[src/rtl/lp_inst_pkr_if.sv]
// lp_inst_pkr_if: loop-dispatch input group and packed downstream group bundle
interface lp_inst_pkr_if;
    logic [63:0] inst_in;
    logic [63:0] pc_in;
    logic [3:0]  inst_valid_in;
    logic        loop_strt_in;
    logic        fnsh_unrll_in;
    logic        mis_pred_in;
    logic        dwn_rdy_in;
    logic [63:0] inst_out;
    logic [63:0] pc_out;
    logic [3:0]  inst_valid_out;
    logic        grp_vld_out;
    logic        stll_ftch_out;
    logic [7:0]  grp_cnt_out;
    logic        busy_out;

    modport master (
        output inst_in, pc_in, inst_valid_in, loop_strt_in, fnsh_unrll_in, mis_pred_in, dwn_rdy_in,
        input  inst_out, pc_out, inst_valid_out, grp_vld_out, stll_ftch_out, grp_cnt_out, busy_out
    );

    modport slave (
        input  inst_in, pc_in, inst_valid_in, loop_strt_in, fnsh_unrll_in, mis_pred_in, dwn_rdy_in,
        output inst_out, pc_out, inst_valid_out, grp_vld_out, stll_ftch_out, grp_cnt_out, busy_out
    );
endinterface

[src/rtl/lp_inst_pkr.sv]
// lp_inst_pkr: compacts sparse loop instruction slots into dense 4-wide groups via a 16-entry FIFO
module lp_inst_pkr (
    input  logic clk,
    input  logic rst,
    lp_inst_pkr_if.slave bus
);
    typedef enum logic [1:0] {IDLE, PACK, DRAIN} state_t;

    state_t      state, state_nxt;
    logic [31:0] mem [16];
    logic [4:0]  count, count_nxt;
    logic [3:0]  rd_ptr, wr_ptr;
    logic [7:0]  grp_cnt;
    logic [2:0]  vcnt, enq, deq, avail;
    logic [1:0]  off [4];
    logic        enq_en, grp_vld, stll, xfer;
    logic [63:0] inst_o, pc_o;
    logic [3:0]  vld_o;

    // next-state, occupancy arithmetic and combinational head presentation
    always_comb begin
        stll = state == PACK && count > 5'd12;
        enq_en = !bus.mis_pred_in && ((state == IDLE && bus.loop_strt_in) || (state == PACK && !stll));
        vcnt = 3'd0;
        for (int i = 0; i < 4; i++) begin
            off[i] = vcnt[1:0];
            vcnt = vcnt + {2'b0, bus.inst_valid_in[3-i]};
        end
        enq = enq_en ? vcnt : 3'd0;
        grp_vld = !bus.mis_pred_in && ((state == PACK && count >= 5'd4) || (state == DRAIN && count != 5'd0));
        avail = count >= 5'd4 ? 3'd4 : count[2:0];
        xfer = grp_vld && bus.dwn_rdy_in;
        deq = xfer ? avail : 3'd0;
        count_nxt = bus.mis_pred_in ? 5'd0 : count + 5'(enq) - 5'(deq);
        state_nxt = state;
        if (bus.mis_pred_in)
            state_nxt = IDLE;
        else if (state == IDLE && bus.loop_strt_in)
            state_nxt = PACK;
        else if (state == PACK && bus.fnsh_unrll_in && !stll)
            state_nxt = DRAIN;
        else if (state == DRAIN && count_nxt == 5'd0)
            state_nxt = IDLE;
        inst_o = '0;
        pc_o = '0;
        vld_o = '0;
        for (int j = 0; j < 4; j++) begin
            if (grp_vld && 3'(j) < avail) begin
                inst_o[63-16*j -: 16] = mem[rd_ptr + 4'(j)][31:16];
                pc_o[63-16*j -: 16] = mem[rd_ptr + 4'(j)][15:0];
                vld_o[3-j] = 1'b1;
            end
        end
    end

    // state register
    always_ff @(posedge clk or negedge rst) begin
        if (!rst)
            state <= IDLE;
        else
            state <= state_nxt;
    end

    // occupancy, pointers and transfer counter; misprediction flushes but keeps the group count
    always_ff @(posedge clk or negedge rst) begin
        if (!rst) begin
            count <= '0;
            rd_ptr <= '0;
            wr_ptr <= '0;
            grp_cnt <= '0;
        end else begin
            count <= count_nxt;
            rd_ptr <= bus.mis_pred_in ? 4'd0 : rd_ptr + 4'(deq);
            wr_ptr <= bus.mis_pred_in ? 4'd0 : wr_ptr + 4'(enq);
            if (!bus.mis_pred_in && state == IDLE && bus.loop_strt_in)
                grp_cnt <= '0;
            else if (xfer && grp_cnt != 8'hff)
                grp_cnt <= grp_cnt + 8'd1;
        end
    end

    // valid slots land in consecutive entries, oldest slot first
    always_ff @(posedge clk) begin
        if (enq_en)
            for (int i = 0; i < 4; i++)
                if (bus.inst_valid_in[3-i])
                    mem[wr_ptr + 4'(off[i])] <= {bus.inst_in[63-16*i -: 16], bus.pc_in[63-16*i -: 16]};
    end

    assign bus.inst_out = inst_o;
    assign bus.pc_out = pc_o;
    assign bus.inst_valid_out = vld_o;
    assign bus.grp_vld_out = grp_vld;
    assign bus.stll_ftch_out = stll;
    assign bus.grp_cnt_out = grp_cnt;
    assign bus.busy_out = state != IDLE;
endmodule

[src/flat_wrapper.sv]
// flat-port wrapper written by rule: the top's interface ports become plain ports
module lp_inst_pkr_flat 
  (clk, rst, bus_inst_in, bus_pc_in, bus_inst_valid_in, bus_loop_strt_in, bus_fnsh_unrll_in, bus_mis_pred_in, bus_dwn_rdy_in, bus_inst_out, bus_pc_out, bus_inst_valid_out, bus_grp_vld_out, bus_stll_ftch_out, bus_grp_cnt_out, bus_busy_out);
  lp_inst_pkr_if bus_i ();
  input  logic clk;
  input  logic rst;
  input wire logic [$bits(bus_i.inst_in)-1:0] bus_inst_in;
  input wire logic [$bits(bus_i.pc_in)-1:0] bus_pc_in;
  input wire logic [$bits(bus_i.inst_valid_in)-1:0] bus_inst_valid_in;
  input wire logic [$bits(bus_i.loop_strt_in)-1:0] bus_loop_strt_in;
  input wire logic [$bits(bus_i.fnsh_unrll_in)-1:0] bus_fnsh_unrll_in;
  input wire logic [$bits(bus_i.mis_pred_in)-1:0] bus_mis_pred_in;
  input wire logic [$bits(bus_i.dwn_rdy_in)-1:0] bus_dwn_rdy_in;
  output wire logic [$bits(bus_i.inst_out)-1:0] bus_inst_out;
  output wire logic [$bits(bus_i.pc_out)-1:0] bus_pc_out;
  output wire logic [$bits(bus_i.inst_valid_out)-1:0] bus_inst_valid_out;
  output wire logic [$bits(bus_i.grp_vld_out)-1:0] bus_grp_vld_out;
  output wire logic [$bits(bus_i.stll_ftch_out)-1:0] bus_stll_ftch_out;
  output wire logic [$bits(bus_i.grp_cnt_out)-1:0] bus_grp_cnt_out;
  output wire logic [$bits(bus_i.busy_out)-1:0] bus_busy_out;
  assign bus_i.inst_in = bus_inst_in;
  assign bus_i.pc_in = bus_pc_in;
  assign bus_i.inst_valid_in = bus_inst_valid_in;
  assign bus_i.loop_strt_in = bus_loop_strt_in;
  assign bus_i.fnsh_unrll_in = bus_fnsh_unrll_in;
  assign bus_i.mis_pred_in = bus_mis_pred_in;
  assign bus_i.dwn_rdy_in = bus_dwn_rdy_in;
  assign bus_inst_out = bus_i.inst_out;
  assign bus_pc_out = bus_i.pc_out;
  assign bus_inst_valid_out = bus_i.inst_valid_out;
  assign bus_grp_vld_out = bus_i.grp_vld_out;
  assign bus_stll_ftch_out = bus_i.stll_ftch_out;
  assign bus_grp_cnt_out = bus_i.grp_cnt_out;
  assign bus_busy_out = bus_i.busy_out;
  lp_inst_pkr u_core (.clk(clk), .rst(rst), .bus(bus_i));
endmodule
[config.mk]
export PLATFORM = sky130hd
export DESIGN_NAME = lp_inst_pkr_flat
export DESIGN_NICKNAME = d
export VERILOG_FILES = /design/src/rtl/lp_inst_pkr_if.sv /design/src/rtl/lp_inst_pkr.sv /design/src/flat_wrapper.sv
export SDC_FILE = /design/constraint.sdc
export NUM_CORES = 2
export LEC_CHECK = 0
export CAP_MARGIN = 20
export CORE_MARGIN = 2
export CORE_UTILIZATION = 45
export DETAILED_ROUTE_END_ITERATION = 6
export HOLD_SLACK_MARGIN = 0.05
export SYNTH_ARGS = -nofsm -noshare
export SYNTH_HDL_FRONTEND = slang
export SYNTH_SLANG_ARGS = --single-unit
[constraint.sdc]
create_clock -name clk -period 9.7 [get_ports clk]
set_input_delay 1.94 -clock clk [delete_from_list [all_inputs] [get_ports clk]]
set_output_delay 1.94 -clock clk [all_outputs]
set_load 0.03 [all_outputs]
After elaboration in Yosys (flattened, before gate mapping). Memory sizes are Yosys's and may differ from the RTL's. Cells that the tools add are included.

Register bits after elaboration: 23. RAM bits: 512. Input port bits: 138. Output and inout bits: 143. Logic and storage cells: 93. Memories kept: 1.

Memories: u_core.mem (words 16, width 32, rd ports 4, clocked after Yosys merged registers in 0, write ports 4, line lp_inst_pkr.sv:10) `logic [31:0] mem [16];`.

Add/sub/neg operators: 14. Magnitude comparators: 6. Eq/ne operators: 3. Multiplexer cells: 36. Reductions and logical operators: 28.

Operator list (count): 16-bit 2-to-1 mux (8); 1-bit logical AND (18); 1-bit 2-to-1 mux (16); 8-bit 2-to-1 mux (2); 3-bit 2-to-1 mux (3); 4-bit by 2-bit adder with 4-bit output (2); 4-bit by 2-bit adder with 4-bit output, second input constant (2); 4-bit by 3-bit adder with 4-bit output (2); 8-bit by 1-bit adder with 8-bit output, second input constant (1); 2-bit 2-to-1 mux (4); 4-bit 2-to-1 mux (2); 8-bit inequality test, second input constant (1); 3-bit by 1-bit adder with 3-bit output (2); 1-bit by 3-bit less-than comparator with 1-bit output, first input constant (2); 2-bit by 3-bit less-than comparator with 1-bit output, first input constant (2); 5-bit by 3-bit adder with 5-bit output (1); 5-bit by 3-bit greater-or-equal comparator with 1-bit output, second input constant (1); 5-bit by 4-bit > comparator with 1-bit output, second input constant (1); 5-bit zero test (1); 5-bit 2-to-1 mux (1); 5-bit nonzero test (1); 5-bit by 3-bit subtractor with 5-bit output (1); 4-bit by 1-bit adder with 4-bit output (1); 4-bit by 1-bit adder with 4-bit output, second input constant (1); other kinds (8) (11).

Logic depth before layout (Yosys ltp).
Depth after elaboration: 16. Depth in mapped cells: 20. Depth with buffers taken out: 18.

Worst setup path after synthesis. Ideal clock, no wire load.

Kind: reg2out. Start: reg u_core.rd_ptr[1]. End: out bus_pc_out[10]. Arrival: 4.151 ns. Required time: 7.760 ns. Path slack: 3.609 ns. Stages on the path, launching flop included: 13. Path buffers: 7. Path through: dfrtp_1 -> clkbuf_1 -> clkbuf_1 -> clkbuf_1 -> clkbuf_1 -> inv_1 -> ha_1 -> buf_1 -> buf_1 -> clkbuf_1 -> mux4_2 -> mux2i_1 -> a211oi_1.

Longest elaborated chain between the ends: 3.

RTL lines: start: declaration (line lp_inst_pkr.sv:12) `logic [3:0] rd_ptr, wr_ptr;`; start signal: assignment (line lp_inst_pkr.sv:73) `rd_ptr <= bus.mis_pred_in ? 4'd0 : rd_ptr + 4'(deq);`; 4-bit by 2-bit adder with 4-bit output (line lp_inst_pkr.sv:50) `pc_o[63-16*j -: 16] = mem[rd_ptr + 4'(j)][15:0];`; memory read 16 x 32 bit; 16-bit 2-to-1 mux (line lp_inst_pkr.sv:48) `if (grp_vld && 3'(j) < avail) begin`; end: declaration (line flat_wrapper.sv:15) `output wire logic [$bits(bus_i.pc_out)-1:0] bus_pc_out;`.

No other way between the ends.

Worst setup path in the final report.
Start: reg u_core.rd_ptr[1]. End: out bus_inst_out[15].

Longest elaborated chain between the ends: 3.

RTL lines: 4-bit by 2-bit adder with 4-bit output (line lp_inst_pkr.sv:49) `inst_o[63-16*j -: 16] = mem[rd_ptr + 4'(j)][31:16];`; memory read 16 x 32 bit; 16-bit 2-to-1 mux (line lp_inst_pkr.sv:48); end: declaration (line flat_wrapper.sv:14) `output wire logic [$bits(bus_i.inst_out)-1:0] bus_inst_out;`.

No other way between the ends.

==> metrics.md <==
| Metric | Value |
|---|---|
| Outcome | `finished, violations left` |
| Failing checks | `design-rule violations` |
| CTS root buffer | `clkbuf_16` |
| Clock skew | `0.0348 ns` |
| Synth warn | `0` |
| Clock transition at path regs | `0.06 ns` |
| Final Non-Filler Cells | `5,773` |
| Seq/Total Area, Yosys | `32.7%` |
| Final period utilization | `76.4%` |
| DR WL met2 | `100 mm` |
| # resized after CTS | `0` |
| Post-synthesis cell area | `48,700 µm²` |
| Ys async rst share | `4.30%` |
| Clock Power Share | `33.7%` |
| Iteration-0 DRC Markers | `9,810` |
| Leakage power total | `17.3 nW` |
| First-pass GRT wire length | `344 mm` |
| DP Cell Count | `5,638` |
| Post-synth cell types | `84` |
| Total GRT Usage | `44.1%` |
| Max Fclk | `135 MHz` |
| Met1 WL | `85.6 mm` |
| Setup TNS | `0 ns` |
| CP max-delay cell | `dfrtp_4` |
| Via count | `47,600` |
| RSZ-0062 raised after global routing | `false` |
| Logic pwr share | `27.9%` |
| Vias in the first global route | `43,800` |
| CTS tree | `yes` |
| Vert. Die Dim | `333 µm` |
| Cells after Synth | `4,418` |
| Final Hold Viols | `0` |
| WL met3 | `44.7 mm` |
| Initial antenna violation count | `21` |
| # rows | `120` |
| Sw power | `2.61 mW` |
| DR WL/cell | `43.5 µm` |
| Dominant synthesized flop cell | `edfxtp_1` |
| Starting Density | `45.4%` |
| Clock Latency Late Sink | `0.66 ns` |
| Leading area contributor after synthesis | `edfxtp_1` |
| Die area | `111,000 µm²` |
| Min setup slack post-route | `2.29 ns` |
| Power Density | `136 nW/µm²` |
| Most frequent cells in the layout | `mux4_2 (576), edfxtp_1 (512), nand2_1 (479)` |
| CP Cell Sequence | `inv_1 -> ha_4 -> buf_4 -> mux4_2 -> nor2b_1 -> a211oi_1 -> a211oi_1 -> clkdlybuf4s50_1` |
| Hold crit path type | `flip-flop to flip-flop` |
| HPWL Detailed | `152 mm` |
| Design area | `54,800 µm²` |
| TritonRoute pass-1 iters | `7` |
| Routed Antenna Nets | `0` |
| Crit end category | `output port` |
| Number of max-slew violations in the final report | `0` |
| Setup crit start kind | `flip-flop` |
| Post-CTS setup buffer count | `0` |
| Clock Path Buffers | `3` |
| Avg Vias per Cell | `8.25` |
| Reg power frac | `38.4%` |
| Fill count | `9,460` |
| VDD IR max | `0.000129 V` |
| Clock sinks | `535` |
| Total Power | `7.47 mW` |
| Switching Share | `35.0%` |
| H-tree Lvls | `3` |
| Critical Path Max Stage Delay | `0.95 ns` |
| Post-Syn Nets | `4,592` |
| Synthesized area per cell | `11.0 µm²` |
| Routed Wire Length | `251 mm` |
| Cell repeated most along the worst path | `a211oi_1` |
| Share of layout cells above drive strength 1 | `22.8%` |
| Tmin final | `7.41 ns` |
| Tightest Pin Transition | `1.32 ns` |
| CP Data Required Time | `7.76 ns` |
| Placed cell area | `52,600 µm²` |
| Slew HR | `11.7%` |
| Synth top area share | `31.6%` |
| Dpl ws | `2.53 ns` |
| Width of the die | `333 µm` |
| Setup CP Type | `flip-flop to output port` |
| Highest Signal Layer | `met5` |
| Remaining DRCs | `22` |
| Post-synth EDFFs | `512` |
| Hold Slack | `0.593 ns` |
| Area of the core | `107,000 µm²` |
| Num CTS Buffers | `67` |
| Core Util, Final | `51.1%` |
| Power Internal | `4.86 mW` |
| Post-CTS Hold Buffers | `0` |
| Maxcap violations | `0` |
| Worst Path Max Fanout | `50` |
| Largest net degree at the start of global routing | `145` |
| Final setup violation count | `0` |
| Synthesized flop and latch total | `535` |
| GP Congestion | `1.04` |
| Remaining global-route overflow | `0` |
| Top post-synthesis cells by area | `edfxtp_1 (32%), mux4_2 (27%), mux2i_1 (3.9%)` |
| Port buffer count | `280` |
| Worst path arrival time | `5.47 ns` |
| Commonest non-fill, non-tap cell in the layout | `mux4_2` |
| I/O Pins | `281` |
| Area grow syn2layout | `12.5%` |
| Final-stage net count | `4,485` |
==> sequential cells by signal (all words and copies together), names as in the netlist <==
| signal | count |
|---|---|
| u_core.wr_ptr | 4 |
| u_core.mem | 512 |
| u_core.state | 2 |
| u_core.rd_ptr | 4 |
| u_core.count | 5 |
| u_core.bus.grp_cnt_out | 8 |
==> path summary, 6_finish.rpt <==
path	slack, ns	endpoint	from	cells after the start
worst min register to register	0.59	u_core.bus.grp_cnt_out[7]$_DFFE_PN0P_	u_core.bus.grp_cnt_out[7]$_DFFE_PN0P_	2
worst max-delay path	2.29	bus_inst_out[15]	u_core.rd_ptr[1]$_DFF_PN0_	8
worst max register to register	4.80	u_core.mem[0][20]$_DFFE_PP_	u_core.wr_ptr[1]$_DFF_PN0_	10
min in group asynchronous	1.67	u_core.state[0]$_DFFE_PN0P_	rst	1
max in group asynchronous	7.54	u_core.rd_ptr[2]$_DFF_PN0_	rst	2
worst min-delay path	0.59	u_core.bus.grp_cnt_out[7]$_DFFE_PN0P_	u_core.bus.grp_cnt_out[7]$_DFFE_PN0P_	2
==> layout make-up <==
type | count | area [µm²] | area share, %
multi-input combinational | 3224 | 30600 | 55.8
clock buffer | 81 | 1770 | 3.23
antenna | 14 | 35.0 | 0.0640
timing repair buffer | 445 | 4250 | 7.76
sequential | 535 | 16000 | 29.1
clock inverter | 33 | 285 | 0.521
tap | 1403 | 1760 | 3.20
inverter | 38 | 143 | 0.260
==> power by group through the flow <==
| stage | logic, mW | registers (mW) | clock network, mW |
|---|---|---|---|
| after floorplan | 1.20 | 2.82 | 0 |
| after global placement | 1.98 | 2.89 | 0 |
| after detailed placement | 1.99 | 2.90 | 0 |
| after CTS | 2.00 | 2.85 | 2.49 |
| after global routing | 2.14 | 2.87 | 2.57 |
| final | 2.08 | 2.87 | 2.52 |
==> critical path: cells and delay by family (launching register included) <==
kind / cells / cell delay (ns)
muxes: 1 / 0.28
and+or+nand+nor: 1 / 0.13
adders and majority gates: 1 / 0.84
DFF: 1 / 0.95
AOI/OAI and AO/OA: 2 / 0.83
buffers and inverters: 3 / 1.73
==> synth_stat cells (56+ instances only) <==
library cell	count
edfxtp_1	512
nand2_1	494
a21oi_1	187
o21ai_1	59
mux4_2	576
nor2b_1	103
buf_2	87
clkbuf_1	451
mux2i_1	188
a22oi_1	56
o21ai_0	368
a221oi_1	178
buf_1	72
nor2_1	81
a211oi_1	142
o22ai_1	205
==> per-layer routing <==
metal	track usage (%)	up-vias
met5	0.217	-
met4	27.9	22
met3	19.4	1233
met2	59.8	5237
met1	57.3	23300
li1	-	17800
==> logic make-up (layout without fill, tap and decap cells) <==
family	Yosys count	in the layout	share of synthesized area [%]
buf+inv	659	597	5.43
compound gates	1477	1477	20.1
mux	812	812	31.9
simple gates	878	878	8.42
xor+xnor	21	21	0.378
fa+ha+maj	36	36	1.06
other cells	0	14	0
flops	535	535	32.7
(Power assumes the default switching activity.)
